<file path="config.mk">
export PLATFORM = sky130hd
export DESIGN_NAME = serial_to_parallel
export DESIGN_NICKNAME = d
export VERILOG_FILES = /design/src/rtl/serial_pkg.sv /design/src/rtl/serial_to_parallel_counter.sv /design/src/rtl/serial_to_parallel.sv
export SDC_FILE = /design/constraint.sdc
export NUM_CORES = 1
export LEC_CHECK = 0
export CAP_MARGIN = 15
export CORE_MARGIN = 2
export CORE_UTILIZATION = 52
export CTS_BUF_LIST = sky130_fd_sc_hd__clkbuf_8
export DETAILED_ROUTE_END_ITERATION = 8
export GPL_ROUTABILITY_DRIVEN = 0
export PLACE_DENSITY = 0.79
export SYNTH_ARGS = -nofsm -noshare
export SYNTH_HDL_FRONTEND = slang
export SYNTH_SLANG_ARGS = --single-unit
</file>
<file path="constraint.sdc">
create_clock -name Clk -period 1.7 [get_ports Clk]
set_input_delay 0.34 -clock Clk [delete_from_list [all_inputs] [get_ports Clk]]
set_output_delay 0.34 -clock Clk [all_outputs]
set_load 0.05 [all_outputs]
</file>
<file path="src/rtl/serial_pkg.sv">
// Shared constants for the serial deserializer: buffer state encoding, frame length and counter sizing.
// Parity option follows SERIAL_PARITY_EN.
package serial_pkg;

    localparam logic EMPTY = 1'b0;
    localparam logic FULL  = 1'b1;

`ifdef SERIAL_PARITY_EN
    localparam bit PARITY_EN = 1'b1;
`else
    localparam bit PARITY_EN = 1'b0;
`endif

    // Bits per frame: data bits plus an optional trailing parity bit.
    function automatic int frame_len(input int width, input bit parity);
        return parity ? width + 1 : width;
    endfunction

    function automatic int cnt_width(input int width);
        return $clog2(width + 1);
    endfunction

endpackage

</file>
<file path="src/rtl/serial_to_parallel_counter.sv">
// mod_n_counter: enable-driven counter that wraps at N, asynchronous active-low clear.
// tc is high while the count sits at N-1, so tc & en marks the wrapping edge.
module mod_n_counter #(
    parameter int N = 8,
    parameter int W = 4
) (
    input  logic         clk,
    input  logic         rst_n,
    input  logic         en,
    output logic [W-1:0] count,
    output logic         tc
);

    assign tc = (count == W'(N - 1));

    always_ff @(posedge clk or negedge rst_n) begin
        if (!rst_n) begin
            count <= '0;
        end else if (en) begin
            count <= tc ? '0 : count + W'(1);
        end
    end

endmodule

</file>
<file path="src/rtl/serial_to_parallel.sv">
// Double-buffered MSB-first deserializer with Valid/Ack output and sticky Overrun.
// Optional even parity bit after the data bits when SERIAL_PARITY_EN is defined.
module serial_to_parallel
    import serial_pkg::*;
#(
    parameter int WIDTH = 8
) (
    input  logic             Clk,
    input  logic             notReset,
    input  logic             D,
    input  logic             Shift,
    input  logic             Ack,
    output logic [WIDTH-1:0] Q,
    output logic             Valid,
    output logic             Overrun,
    output logic             ParityErr
);

    localparam int FRAME = frame_len(WIDTH, PARITY_EN);
    localparam int CNT_W = cnt_width(WIDTH);

    logic [WIDTH-1:0] sr;
    logic [CNT_W-1:0] cnt;
    logic             tc;
    logic             complete;
    logic             data_phase;
    logic [WIDTH-1:0] word;
    logic             word_perr;
    logic             state;

    mod_n_counter #(
        .N (FRAME),
        .W (CNT_W)
    ) u_cnt (
        .clk   (Clk),
        .rst_n (notReset),
        .en    (Shift),
        .count (cnt),
        .tc    (tc)
    );

    assign complete   = tc & Shift;
    // The parity bit position never enters sr, so sr always holds pure data.
    assign data_phase = (cnt < CNT_W'(WIDTH));

`ifdef SERIAL_PARITY_EN
    assign word      = sr;
    assign word_perr = (^sr) ^ D;
`else
    assign word      = {sr[WIDTH-2:0], D};
    assign word_perr = 1'b0;
`endif

    always_ff @(posedge Clk or negedge notReset) begin
        if (!notReset) begin
            sr <= '0;
        end else if (Shift && data_phase) begin
            sr <= {sr[WIDTH-2:0], D};
        end
    end

    always_ff @(posedge Clk or negedge notReset) begin
        if (!notReset) begin
            state     <= EMPTY;
            Q         <= '0;
            ParityErr <= 1'b0;
            Overrun   <= 1'b0;
        end else begin
            case (state)
                EMPTY: begin
                    if (complete) begin
                        Q         <= word;
                        ParityErr <= word_perr;
                        state     <= FULL;
                    end
                end
                default: begin
                    if (Ack) begin
                        if (complete) begin
                            Q         <= word;
                            ParityErr <= word_perr;
                        end else begin
                            state <= EMPTY;
                        end
                    end else if (complete) begin
                        Overrun <= 1'b1;
                    end
                end
            endcase
        end
    end

    assign Valid = state;

endmodule
</file>
==> out/metrics.csv <==
metric;value;unit
dieArea;2020;µm²
setup_viol;0;
postLayoutCoreUtil;0.701;
synthTopCellsByArea;dfrtp_1, mux2_4, mux2_2;
initial_core_util;0.567;
grt_pass1_vias;494;
clk_latency;0.25;ns
worst_slack;0.158;ns
cts-hold-fix-buffers;0;
ys_ff_latch;21;
chipHeight;45.0;µm
min_period;1.54;ns
critPathMaxFanout;8;
layout-drive-gt1-share;0.487;
cp_data_required_time;1.84;ns
final_hold_viol_count;0;
wl;1290;µm
p_seq_frac;0.402;
rows;14;
chipWidth;45.0;µm
portBuffers;14;
numCtsBuffers;3;
worst_ep_arrival_time;1.68;ns
netlist_instances;56;
synth-edff-count;0;
drt-wirelength-per-cell;14.1;µm
design_area;1080;µm²
ys_warn_count;0;
syn_avg_cell_area;15.6;µm²
ys_seq_area_frac;0.602;
postCtsSetupBuffers;0;
synthToLayoutAreaGrowth;23.8;%
layout.nets;83;
crit_path_cell_trace;ha_1 > nand4b_2 > nor2b_2 > buf_12 > mux2_4;
ys_top_cells_by_count;dfrtp_1, mux2_2, mux2_4;
synth_top_area_frac;0.602;
critPathKind;flop to flop;
fillers;108;
max-vdd-ir-drop;1260;µV
io_pins;16;
synth_ff_type;dfrtp_1;
cts_max_level;1;
slowest_stage;dfrtp_1;
hpwlAfterDp;953;µm
grt_usage;0.162;
fin_tns_setup;0;ns
yosysMostFrequentCell;dfrtp_1;
dr.pass1.iters;2;
antenna_found_initial;0;
finClkSkew;0.00212;ns
critical_path.max_stage_delay;0.40;ns
holdWs;0.414;ns
drv_cap;0;
root_buffer;clkbuf_8;
crit_buf_inv;1;
p_switching;0.892;mW
cp-end-kind;flop;
clockBufferDepth;2;
remaining_drc_errors;0;
core-area;1540;µm²
hold_class;input port to async pin;
p_sw_frac;0.396;
drtAntennaViolNets;0;
grt_max_degree;22;
synth_nets;62;
internal_power;1.36;mW
grt_overflow;0;
num_vias;482;
place_area;1030;µm²
power.density;2080;nW/µm²
syn_area;873;µm²
drt_iter0_drc;8;
cts_sinks;21;
finalMaxSlewViolations;0;
synthArstFlopShare;1.00;
p_clk_frac;0.141;
post_cts_resized;0;
cts_tree;done;
status;finished clean;
grt_pass1_wl;2290;µm
combPwrFrac;0.457;
clock.fmax;0.649;GHz
avgViaCountPerCell;5.24;
cts.clk_slew.worst_paths;0.08;ns
critPathLaunchType;flop;
diodes;0;
power.leakage;0.521;nW
rsz0062_at_grt;false;
pre_cts_ws;-0.0409;ns
post-route-period-util;0.907;
synth_largest_area_cell;dfrtp_1;
post_synth_num_cell_types;20;
path_delay_family;flip-flops;
## area by class of cell
class	count	area, µm²	share of cell area
well taps	16	20.0	0.0185
repair buffers	19	165	0.153
flip-flops and latches	21	526	0.486
clock inverters	1	5.00	0.00463
clock buffers	3	41.3	0.0382
multi-input cells	32	324	0.300
## state kept, by name, summed over array words and instances (netlist names)
register / flops
Q: 8
sr: 7
u_cnt.count: 4
Overrun: 1
Valid: 1
## power groups by stage
stage          combinational, mW  sequential, mW  clock [mW]
6_report                    1.03           0.905       0.318
3_3_place_gp                1.01           0.901           0
5_1_grt                     1.09           0.940       0.343
3_5_place_dp                1.04           0.914           0
2_1_floorplan              0.390            1.25           0
4_1_cts                     1.04           0.909       0.322
## kinds of logic (layout without fill, tap and decap cells)
| family | Yosys count | after routing | share of synthesized area |
|---|---|---|---|
| fa+ha+maj | 1 | 1 | 0.0143 |
| compound gates | 3 | 3 | 0.0229 |
| other cells | 1 | 1 | 0.00429 |
| buf+inv | 3 | 23 | 0.0272 |
| simple gates | 9 | 9 | 0.0673 |
| xor+xnor | 1 | 1 | 0.0100 |
| flops | 21 | 21 | 0.602 |
| mux | 17 | 17 | 0.252 |
## placed cells by master, fill, tap and decap left out, types with 3 or more instances in the layout
master / synthesis / routed
nand2_1: 3 / 3
buf_4: 1 / 14
mux2_2: 8 / 8
mux2_4: 8 / 8
dfrtp_1: 21 / 21
clkdlybuf4s50_1: 0 / 4
clkbuf_8: 0 / 3
## metal layers
layer / track usage / vias up / share of wire
li1: - / 235 / -
met1: 0.224 / 233 / 0.48
met2: 0.240 / 12 / 0.46
met3: 0.0320 / 2 / 0.054
met4: 0.0882 / 0 / 0.0062
met5: 0 / - / 0
## worst reg2reg max path, stage by stage (launching register included)
cell      delay, ns
dfrtp_1        0.40
ha_1           0.25
nand4b_2       0.14
nor2b_2        0.18
buf_12         0.15
mux2_4         0.30
## metrics by stage
| stage | std cells | power, mW |
|---|---|---|
| after floorplan | 56 | 1.64 |
| after global placement | 88 | 1.92 |
| after detailed placement | 88 | 1.95 |
| after CTS | 92 | 2.27 |
| after global routing | 92 | 2.37 |
| final | 92 | 2.25 |
## final timing paths
path / startpoint / endpoint / slack [ns] / depth (start not counted)
min: notReset / u_cnt.count[2] / 0.41 / 2
min in group Clk: Overrun / Overrun / 0.49 / 1
max in group asynchronous: notReset / Valid / 1.07 / 2
max reg2reg: u_cnt.count[0] / Q[2] / 0.16 / 5
max: u_cnt.count[0] / Q[2] / 0.16 / 5
min reg2reg: Overrun / Overrun / 0.49 / 1
(Power assumes the default switching activity.)
